$ cat src/rtl/dcache_ctrl.sv
// Direct-mapped write-back data cache controller, byte loads/stores, 4-byte lines.
// Ports: CLK/RESET; CPU side READ, WRITE, ADDRESS, WRITEDATA, READDATA, BUSYWAIT;
// memory side MEM_READ, MEM_WRITE, MEM_ADDRESS, MEM_WRITEDATA, MEM_READDATA,
// MEM_BUSYWAIT. Optional `DCACHE_STATS_EN adds HIT_COUNT / MISS_COUNT.
module dcache_ctrl #(
    parameter int INDEX_BITS = 3
) (
    input  logic        CLK,
    input  logic        RESET,
    input  logic        READ,
    input  logic        WRITE,
    input  logic [7:0]  ADDRESS,
    input  logic [7:0]  WRITEDATA,
    output logic [7:0]  READDATA,
    output logic        BUSYWAIT,
    output logic        MEM_READ,
    output logic        MEM_WRITE,
    output logic [5:0]  MEM_ADDRESS,
    output logic [31:0] MEM_WRITEDATA,
    input  logic [31:0] MEM_READDATA,
    input  logic        MEM_BUSYWAIT
`ifdef DCACHE_STATS_EN
    ,
    output logic [15:0] HIT_COUNT,
    output logic [15:0] MISS_COUNT
`endif
);
    localparam int TAG_W = 6 - INDEX_BITS;
    localparam int LINES = 1 << INDEX_BITS;

    typedef enum logic [1:0] {
        S_IDLE,
        S_WRITEBACK,
        S_FETCH
    } state_t;

    state_t r_state, w_next_state;

    logic [LINES-1:0] r_valid;
    logic [LINES-1:0] r_dirty;
    logic [TAG_W-1:0] r_tag  [LINES];
    logic [31:0]      r_data [LINES];

    logic             r_mem_read, r_mem_write;
    logic [5:0]       r_mem_addr;
    logic [31:0]      r_mem_wdata;

    logic             w_mem_read, w_mem_write;
    logic [5:0]       w_mem_addr;
    logic [31:0]      w_mem_wdata;

    logic [TAG_W-1:0]      w_tag;
    logic [INDEX_BITS-1:0] w_idx;
    logic [1:0]            w_off;
    logic                  w_req, w_hit, w_idle;
    logic                  w_hit_accept, w_miss_start, w_fill_done;

    assign w_tag  = ADDRESS[7:2+INDEX_BITS];
    assign w_idx  = ADDRESS[1+INDEX_BITS:2];
    assign w_off  = ADDRESS[1:0];
    assign w_req  = READ | WRITE;
    assign w_hit  = r_valid[w_idx] && (r_tag[w_idx] == w_tag);
    assign w_idle = (r_state == S_IDLE);

    assign w_hit_accept = w_idle && w_req && w_hit;
    assign w_miss_start = w_idle && w_req && !w_hit;
    assign w_fill_done  = (r_state == S_FETCH) && !MEM_BUSYWAIT;

    always_comb begin
        w_next_state = r_state;
        w_mem_read   = 1'b0;
        w_mem_write  = 1'b0;
        w_mem_addr   = r_mem_addr;
        w_mem_wdata  = r_mem_wdata;
        unique case (r_state)
            S_IDLE: begin
                if (w_miss_start) begin
                    if (r_valid[w_idx] && r_dirty[w_idx]) begin
                        w_next_state = S_WRITEBACK;
                        w_mem_write  = 1'b1;
                        w_mem_addr   = {r_tag[w_idx], w_idx};
                        w_mem_wdata  = r_data[w_idx];
                    end else begin
                        w_next_state = S_FETCH;
                        w_mem_read   = 1'b1;
                        w_mem_addr   = {w_tag, w_idx};
                    end
                end
            end
            S_WRITEBACK: begin
                if (!MEM_BUSYWAIT) begin
                    w_next_state = S_FETCH;
                    w_mem_read   = 1'b1;
                    w_mem_addr   = {w_tag, w_idx};
                end else begin
                    w_mem_write  = 1'b1;
                end
            end
            S_FETCH: begin
                if (!MEM_BUSYWAIT) begin
                    w_next_state = S_IDLE;
                end else begin
                    w_mem_read   = 1'b1;
                end
            end
            default: w_next_state = S_IDLE;
        endcase
    end

    always_ff @(posedge CLK) begin
        if (RESET) begin
            r_state     <= S_IDLE;
            r_valid     <= '0;
            r_dirty     <= '0;
            r_mem_read  <= 1'b0;
            r_mem_write <= 1'b0;
            r_mem_addr  <= '0;
            r_mem_wdata <= '0;
        end else begin
            r_state     <= w_next_state;
            r_mem_read  <= w_mem_read;
            r_mem_write <= w_mem_write;
            r_mem_addr  <= w_mem_addr;
            r_mem_wdata <= w_mem_wdata;
            if (w_fill_done) begin
                r_valid[w_idx] <= 1'b1;
                r_dirty[w_idx] <= 1'b0;
            end else if (w_hit_accept && WRITE) begin
                r_dirty[w_idx] <= 1'b1;
            end
        end
    end

    // Tag and data carry no reset; RESET only blocks updates so an
    // abandoned refill leaves the line untouched.
    always_ff @(posedge CLK) begin
        if (!RESET) begin
            if (w_fill_done) begin
                r_data[w_idx] <= MEM_READDATA;
                r_tag[w_idx]  <= w_tag;
            end else if (w_hit_accept && WRITE) begin
                r_data[w_idx][{w_off, 3'b000} +: 8] <= WRITEDATA;
            end
        end
    end

    assign BUSYWAIT = !RESET && (!w_idle || w_miss_start);
    // WRITE wins when both requests are raised, so no load data then.
    assign READDATA = (!RESET && w_hit_accept && !WRITE)
                    ? r_data[w_idx][{w_off, 3'b000} +: 8] : 8'h00;

    assign MEM_READ      = r_mem_read;
    assign MEM_WRITE     = r_mem_write;
    assign MEM_ADDRESS   = r_mem_addr;
    assign MEM_WRITEDATA = r_mem_wdata;

`ifdef DCACHE_STATS_EN
    logic [15:0] r_hit_cnt, r_miss_cnt;

    always_ff @(posedge CLK) begin
        if (RESET) begin
            r_hit_cnt  <= '0;
            r_miss_cnt <= '0;
        end else begin
            if (w_hit_accept && (r_hit_cnt != 16'hFFFF))
                r_hit_cnt <= r_hit_cnt + 16'd1;
            if (w_miss_start && (r_miss_cnt != 16'hFFFF))
                r_miss_cnt <= r_miss_cnt + 16'd1;
        end
    end

    assign HIT_COUNT  = r_hit_cnt;
    assign MISS_COUNT = r_miss_cnt;
`endif
endmodule

$ cat config.mk
export PLATFORM = sky130hd
export DESIGN_NAME = dcache_ctrl
export DESIGN_NICKNAME = d
export VERILOG_FILES = /design/src/rtl/dcache_ctrl.sv
export SDC_FILE = /design/constraint.sdc
export NUM_CORES = 1
export LEC_CHECK = 0
export BUFFER_PORTS_ARGS = -buffer_cell sky130_fd_sc_hd__buf_2
export CORE_ASPECT_RATIO = 1.5
export CORE_MARGIN = 8
export CORE_UTILIZATION = 54
export DETAILED_ROUTE_END_ITERATION = 12
export PLACE_DENSITY = 0.78
export RECOVER_POWER = 100
export SLEW_MARGIN = 20
export SYNTH_ARGS = -nofsm -noshare
export SYNTH_HDL_FRONTEND = slang
export SYNTH_SLANG_ARGS = --single-unit
$ cat constraint.sdc
create_clock -name CLK -period 3.3 [get_ports CLK]
set_input_delay 0.66 -clock CLK [delete_from_list [all_inputs] [get_ports CLK]]
set_output_delay 0.66 -clock CLK [all_outputs]
set_load 0.1 [all_outputs]
Word-level counts from Yosys, hierarchy flattened
Memory sizes are Yosys's and may differ from the RTL's.
Cells that the tools add are included.
{"block": "totals", "ff_bits": 58, "latchBits": 0, "ramBits": 280, "romBits": 0, "inputBits": 53, "output_inout_bits": 49, "wordCells": 146, "n_memories": 2}
{"block": "classes", "addsub": 1, "multipliers": 0, "div_mod_pow": 0, "order_cmp": 2, "eq_ne": 6, "shift": 3, "muxes": 65, "n_bitwise": 37, "n_reduce_logical": 23}
{"name": "r_data", "words": 8, "width": 32, "read_ports": 1, "rd_clocked_by_memory_dff": 0, "wr": 1, "line_no": "42", "source": "logic [31:0] r_data [LINES];"}
{"name": "r_tag", "words": 8, "width": 3, "read_ports": 1, "rd_clocked_by_memory_dff": 0, "wr": 1, "line_no": "41", "source": "logic [TAG_W-1:0] r_tag [LINES];"}
{"operator": "$mux 1", "count": 47}
{"operator": "$or 1x1->1", "count": 33}
{"operator": "$mux 32", "count": 1}
{"operator": "$shift 8x7->32 const A", "count": 1}
{"operator": "$shiftx 32x6->8", "count": 1}
{"operator": "$shiftx 8x7->32", "count": 1}
{"operator": "$mux 8", "count": 3}
{"operator": "$mux 6", "count": 3}
{"operator": "$or 8x8->8", "count": 2}
{"operator": "$pmux 6 s2", "count": 1}
{"operator": "$logic_and 1x1->1", "count": 11}
{"operator": "$reduce_and 3->1", "count": 3}
{"operator": "$and 8x8->8", "count": 1}
{"operator": "$mux 2", "count": 4}
{"operator": "$not 8->8", "count": 1}
{"operator": "$neg 5->7", "count": 1}
{"operator": "$bmux 1 s3", "count": 2}
{"operator": "$pmux 2 s3", "count": 1}
{"operator": "$logic_not 1->1", "count": 5}
{"operator": "$lt 3x4->1 const B", "count": 1}
{"operator": "$ne 2x2->1 const B", "count": 2}
{"operator": "$reduce_bool 2->1", "count": 2}
{"operator": "$demux 1 s3", "count": 1}
{"operator": "$eq 3x3->1", "count": 1}
{"operator": "other kinds (8)", "count": 8}

Depth between registers and ports, before layout
Gate-level depths: netlist of the first run.
{"block": "logic_depth", "depth_word": 10, "depth_mapped": 10, "depth_no_buf": 6}

Worst setup path before layout of the first run
OpenSTA, ideal clock, no wires.
{"block": "synth_timing", "kind": "input port to output port", "start": "input port ADDRESS[2]", "end": "output port READDATA[0]", "arrival_time_ps": 3849, "required_time_ps": 2640, "setup_slack_ps": -1209, "path_stages": 8, "n_path_buf": 2, "path_cell_list": "buf_6 -> mux4_2 -> mux2i_1 -> xnor2_1 -> a211oi_2 -> buf_2 -> nand4_1 -> nor2b_1"}
{"block": "synth_via", "elab_chain_len": 7, "elab_cells_between_ends": 11, "classes_between": "eq/ne (1); shift (1); mux (3); reduce/logical (4); memory (2)"}
{"element": "start: declaration", "line_no": "12", "source": "input logic [7:0] ADDRESS,"}
{"element": "branches (longest 6 deep; another with $mem_v2 8x32)"}
{"element": "$mux 8 (*)", "line_no": "150", "source": "? r_data[w_idx][{w_off, 3'b000} +: 8] : 8'h00;"}
{"element": "end: declaration", "line_no": "14", "source": "output logic [7:0] READDATA,"}
Mark *: on every way between the ends. The select of a mux whose other input is x is not followed.

Worst setup path in the final report of the first run
{"block": "layout_timing", "start": "input port ADDRESS[2]", "end": "output port READDATA[2]"}
Same word-level chain as after synthesis.

==> impl_metrics.csv, run 1 <==
group,metric,value,unit
status,outcome,"finished, violations left",
status,violations,"negative setup slack",
detailed_routing,drt_wl_total,46.1,mm
synthesis,syn_nets,1083,
synthesis,synth_xor_area_frac,0.00180,
timing,worstMarginPinSlew,1.26,ns
timing,slew-limit-headroom,0.157,
power,power.static_leakage,6.96,nW
setup_path,cpMaxStageDelayCell,"mux4_2",
floorplan,dieArea,32700,sq um
floorplan,std_cell_rows,73,
cts,clock_latency,0.58,ns
synthesis,synth_most_common_cell,"edfxtp_1",
floorplan,die_h,217,um
synthesis,synthFlopType,"edfxtp_1",
setup_path,path_cells,"buf_12 > buf_16 > and2_4 > buf_4 > buf_4 > nand3_1 > o21ai_0 > o21bai_4 > mux4_2 > nor2b_4 > buf_12",
synthesis,synth_fa_ha_area_frac,0.00429,
synthesis,synth_edf_count,280,
synthesis,synth_top_family_by_area,"compound AO/OA/AOI/OAI gates",
timing,setup_ws,-0.166,ns
synthesis,synth_top_area_share,0.576,
timing,hold_viol,0,
cts,cts_sinks,338,
floorplan,coreArea,26600,sq um
setup_path,crit_fanout,8,
placed_design,gp_congestion,0.910,
detailed_routing,drtIter0Drc,1375,
detailed_routing,via_per_inst,6.43,
setup_path,cp-startpoint,"ADDRESS[2]",
hold_path,worst_hold_path_type,"reg2reg",
grt,antenna_found_initial,0,
cts,cts.path.max_buffers,3,
timing,fin_crit,3.47,ns
detailed_routing,vias,10720,
synthesis,ys_seq_area_frac,0.656,
power,power_density,494,nW/um^2
detailed_routing,antenna_left,0,
timing,timing.final.crit_share,1.05,
synthesis,netlist_area,14600,sq um
detailed_routing,dr.pass1.iters,6,
power,p_total,9.45,mW
setup_path,worstPathArrival,2.81,ns
synthesis,synth_compound_area_frac,0.121,
detailed_routing,drc,0,
placed_design,place.detailed.hpwl,30.5,mm
setup_path,reg2reg_depth,9,
cts,clk_root_buffer_cell,"clkbuf_16",
synthesis,async_flop_share,0,
cts,clk_pin_slew,0.07,ns
setup_path,r2r-start,"r_tag[3][2]",
final_layout,nets,1364,
floorplan,top_level_ports,102,
synthesis,ys_ff_latch,338,
timing,max_freq,0.289,GHz
power,ir_worst_vdd,0.435,mV
cts,cts_buffers,30,
synthesis,yosys_warnings,0,
final_layout,postLayoutCellArea,19100,sq um
synthesis,synth_common_cells,"280 x edfxtp_1, 80 x nand2_1, 69 x inv_1",
setup_path,endpoint_kind,"output pin",
synthesis,yosys.area_share.simple,0.0552,
synthesis,synthMuxAreaShare,0.120,
placed_design,post_dp_cell_area,17500,sq um
floorplan,start_util,0.549,
setup_path,r2r-end,"MEM_WRITEDATA[12]",
setup_path,cp.required,2.64,ns
grt,grt_max_degree,55,
final_layout,final_cell_count_no_fill,1667,
grt,grt_pass1_wl,66.9,mm
setup_path,slowest_delay,0.53,ns
setup_path,startpoint_type,"primary input",
timing,rsz0062_at_grt,"true",
detailed_routing,wire_per_inst,27.6,um
cts,htreeDepth,1,
grt,track_usage,0.274,
synthesis,yosys.area.top_type,"edfxtp_1",
synthesis,synthTopCellsByArea,"edfxtp_1 58%, dfxtp_1 8.0%, mux4_2 5.7%, mux2i_1 3.8%, mux2_2 2.3%",
synthesis,avgSynthCellArea,14.2,sq um
timing,finClkSkew,0.0168,ns
flow_run,max_cap_violations,0,
timing,maxSlewViolCount,0,
placed_design,dpl.cell_count,1590,
final_layout,n_antenna_cell,0,
grt,grt_overflow_total,0,
floorplan,die_w,150,um
grt,grt_pass1_vias,10772,
synthesis,synth_cells,1025,
cts,cts_tree,"done",
placed_design,io_buffers,101,
setup_path,crit_type,"in2out",
timing,setup-violations-final,9,
final_layout,synthToLayoutAreaGrowth,31.2,%
final_layout,drive_gt1_frac,0.374,
setup_path,r2r_slack,0.17,ns
setup_path,crit_path_end,"READDATA[2]",
synthesis,synth_cell_types,52,
## sequential cells by signal, summed over array words and instances (netlist names), named ones only
register and flops:
MEM_ADDRESS 6, MEM_READ 1, MEM_WRITE 1, MEM_WRITEDATA 32, r_data 256, r_state 2, r_tag 24, r_valid 8
## how the worst min path moves through the flow
stage                                 start           endpoint  slack, ns  cells after the start
after floorplan                  r_valid[2]         r_valid[2]       0.44                      1
after global placement    MEM_WRITEDATA[25]  MEM_WRITEDATA[25]       0.44                      2
after detailed placement   MEM_WRITEDATA[5]   MEM_WRITEDATA[5]       0.44                      2
after CTS                        ADDRESS[5]        r_tag[7][0]       0.43                      1
after global routing             ADDRESS[7]        r_tag[0][2]       0.47                      1
final                      MEM_WRITEDATA[5]   MEM_WRITEDATA[5]       0.46                      2
## where the power goes
group	total [mW]	leakage (nW)	internal (mW)	switching [mW]
combinational	1.03	3.45	0.418	0.609
sequential	4.66	2.99	4.64	0.0147
clock	3.77	0.519	2.22	1.55
## worst max-delay path, delay by kind of cell
| kind | cells | cell delay, ns |
|---|---|---|
| muxes | 1 | 0.53 |
| buffers and inverters | 5 | 0.78 |
| and+or+nand+nor | 3 | 0.42 |
| AOI/OAI and AO/OA | 2 | 0.40 |
## cell families after synthesis
| logic type | Yosys count |
|---|---|
| DFF | 338 |
| AOI/OAI and AO/OA | 236 |
| and+or+nand+nor | 171 |
| buffers and inverters | 149 |
| muxes | 123 |
| adders and majority gates | 5 |
| xor gates and xnor gates | 3 |
## cell type report
cell class,instances,area [sq um]
flip-flops and latches,338,9570
fillers,1599,7430
multi-input cells,538,4950
repair buffers,324,2860
clock buffers,41,863
well taps,337,422
inverters,74,289
clock inverters,15,203
## through the flow
stage                util  hold WS, ns  setup slack [ns]  setup TNS [ns]
floorplan               -        0.444            -0.777           -5.97
global placement    0.658        0.436            -0.340          -57.72
detailed placement  0.658        0.438            -0.338         -101.05
CTS                 0.717        0.427           -0.0774          -0.367
global route        0.720        0.471            -0.154           -1.15
finish              0.720        0.455            -0.166          -0.789
## layer usage
metal / up-vias / global-route usage / part of all wire
met5: - / 0 / 0
met4: 0 / 0.166 / 0.067
met3: 172 / 0.0465 / 0.089
met2: 748 / 0.466 / 0.50
met1: 5255 / 0.318 / 0.34
li1: 4545 / - / -
## timing repair
action                     in CTS  in global routing
hold buffers                    0                  0
resized for setup              75                 22
pin swaps                      11                  9
buffers inserted               11                  6
setup endpoints to repair       9                  9
hold endpoints to repair        0                  0
cloned                          3                  1
## layout by cell type (no fill, tap or decap), types with 32 or more instances in the layout
master       n
edfxtp_1   280
buf_4      169
nand2_1     76
inv_1       69
dfxtp_1     58
mux2i_1     52
clkbuf_1    50
buf_12      49
buf_2       47
a211oi_1    40
mux4_2      37
a2111oi_0   33
a21oi_2     32
clkbuf_16   32
Power figures use the tool's default switching activity.
==> run 2, diff against run 1 <==
- CORE_UTILIZATION: 54 -> 50
- PLACE_DENSITY: 0.78 -> 0.74
==> run 2 against run 1 <==
- the flow still finishes with violations (negative setup slack)
- combinational power is 4% lower
- critical path depth is 1 lower
- clock skew is 0.0016 ns higher
- sequential share of layout area is 0.085 points higher
- register-to-register slack better by 0.03 ns
- cell area is 0.17% lower
- non-clock buffer count is 4 lower
- routed wire length is 6.4% lower
- final cell count is 2.8% higher
- clock-buffer cell count is 9 lower
- flip-flop and latch count stayed put
- utilization is 5.5 points lower
==> impl_metrics.csv, run 2 (same netlist as run 1, synthesis figures left out) <==
group,metric,value,unit
status,outcome,"finished, violations left",
status,violations,"negative setup slack",
floorplan,std_cell_rows,76,
cts,clock_latency,0.57,ns
timing,rsz0062_at_grt,"true",
placed_design,dpl.cell_count,1630,
setup_path,r2r-start,"r_tag[2][2]",
cts,ctsHoldBuffers,0,
setup_path,startpoint_type,"primary input",
setup_path,r2r-end,"r_data[1][22]",
detailed_routing,dr_wl_met3,3.40,mm
setup_path,path_cells,"buf_12 > buf_12 > buf_12 > inv_6 > nor2_4 > a22o_1 > a221o_1 > mux4_2 > nor2b_2 > buf_12",
detailed_routing,drtIter0Drc,1126,
cts,cts_sinks,338,
setup_path,crit_fanout,8,
grt,antenna_found_initial,1,
floorplan,top_level_ports,102,
power,p_total,9.44,mW
grt,grt_pass1_vias,10646,
timing,slew-limit-headroom,0.480,
floorplan,start_util,0.508,
grt,grt_overflow_total,0,
detailed_routing,topRoutingLayerUsed,"met4",
detailed_routing,vias,10472,
final_layout,nets,1359,
detailed_routing,via_per_inst,6.11,
timing,fin_crit,3.38,ns
timing,worstMarginPinSlew,0.758,ns
setup_path,slowest_delay,0.52,ns
setup_path,r2r_slack,0.20,ns
grt,grt_pass1_wl,64.6,mm
hold_path,worst_hold_path_type,"in2reg",
hold_path,holdCritStartpoint,"RESET",
floorplan,die_w,155,um
detailed_routing,drt_wl_total,43.1,mm
power,power_density,494,nW/um^2
detailed_routing,antenna_left,0,
setup_path,critical_path.most_common_cell,"buf_12",
final_layout,fillerInstances,1980,
cts,clk_root_buffer_cell,"clkbuf_16",
power,power.static_leakage,7.09,nW
placed_design,io_buffers,101,
detailed_routing,drc,0,
timing,finClkSkew,0.0184,ns
detailed_routing,wl_met2,21.4,mm
timing,fin_hold_ws,0.376,ns
grt,track_usage,0.246,
grt,grt_max_degree,51,
final_layout,layout_commonest_cell,"edfxtp_1",
floorplan,coreArea,28700,sq um
placed_design,pre_cts_ws,-0.260,ns
hold_path,hold_depth,2,
timing,timing.final.crit_share,1.02,
detailed_routing,wire_per_inst,25.2,um
floorplan,dieArea,35000,sq um
cts,clk_pin_slew,0.07,ns
final_layout,top_register,"r_data",
final_layout,drive_gt1_frac,0.390,
cts,cts_tree,"done",
floorplan,die_h,225,um
final_layout,ff_latch_area,9570,sq um
setup_path,cp.required,2.64,ns
setup_path,reg2reg_depth,9,
cts,cts.path.max_buffers,3,
cts,cts_buffers,29,
cts,htreeDepth,1,
setup_path,endpoint_kind,"output pin",
final_layout,largest_register_ffs,256,
setup_path,crit_type,"in2out",
placed_design,place.detailed.hpwl,30.0,mm
timing,setup-violations-final,9,
power,ir_worst_vdd,0.371,mV
detailed_routing,met1_length,15.4,mm
final_layout,final_cell_count_no_fill,1714,
final_layout,multiInputGateArea,4770,sq um
timing,setup_ws,-0.0816,ns
timing,maxSlewViolCount,0,
final_layout,final_cell_mix,"280 x edfxtp_1, 167 x buf_4, 89 x buf_2",
timing,setup_tns,-0.476,ns
final_layout,synthToLayoutAreaGrowth,31.0,%
flow_run,max_cap_violations,0,
timing,max_freq,0.296,GHz
setup_path,worstPathArrival,2.72,ns
setup_path,cpMaxStageDelayCell,"mux4_2",
placed_design,gp_congestion,0.864,
timing,hold_viol,0,
detailed_routing,dr.pass1.iters,5,
[run 2: cell types whose count changed in the layout (fill, tap and decap cells not counted), sizes merged]
cell | before | now
inv | 72 | 75
clkinvlp | 2 | 5
bufinv | 5 | 7
bufbuf | 0 | 1
diode | 0 | 1
clkinv | 10 | 8
clkbuf | 91 | 32
buf | 274 | 319
[run 2: worst max path at each step]
stage	end	depth (start not counted)	from	slack, ns
final	READDATA[5]	10	ADDRESS[2]	-0.08
after global routing	READDATA[2]	11	ADDRESS[2]	-0.14
after CTS	READDATA[4]	9	ADDRESS[2]	-0.06
after detailed placement	READDATA[5]	10	ADDRESS[2]	-0.26
after global placement	READDATA[5]	10	ADDRESS[2]	-0.24
after floorplan	READDATA[0]	8	ADDRESS[2]	-0.78
[run 2: through the flow]
step	utilization	instance area, sq um
6_report	0.666	19100
5_1_grt	0.666	19100
4_1_cts	0.665	19100
3_5_place_dp	0.610	17500
3_3_place_gp	0.610	17500
2_1_floorplan	-	14800
[run 2: final cells by class]
| type | instances | area share |
|---|---|---|
| sequential | 338 | 0.501 |
| multi-input combinational | 538 | 0.250 |
| timing repair buffer | 320 | 0.154 |
| clock buffer | 32 | 0.0391 |
| tap | 390 | 0.0255 |
| clock inverter | 21 | 0.0164 |
| inverter | 74 | 0.0151 |
| antenna | 1 | 0.000131 |
[run 2: critical path: cells and delay by family]
kind,cells,cell delay [ns]
AOI/OAI and AO/OA,2,0.60
buffers and inverters,5,0.66
muxes,1,0.52
and+or+nand+nor,2,0.27
[run 2: routing by layer]
layer  global-route usage  vias to the layer above
met1                0.286                     5173
met2                0.415                      617
met4                0.160                        0
met5                    0                        -
met3               0.0384                      149
li1                     -                     4533
[run 2: power by group]
part	total [mW]	switching [mW]	leakage, nW	internal (mW)
clock	3.79	1.59	0.502	2.20
sequential	4.66	0.0139	2.99	4.64
combinational	0.992	0.576	3.60	0.415
[run 2: what timing repair did]
action                     in CTS  in global routing
buffers inserted               25                  2
gates cloned                    4                  0
pin swaps                      14                  3
setup endpoints to repair       9                  9
resized for setup              54                  8
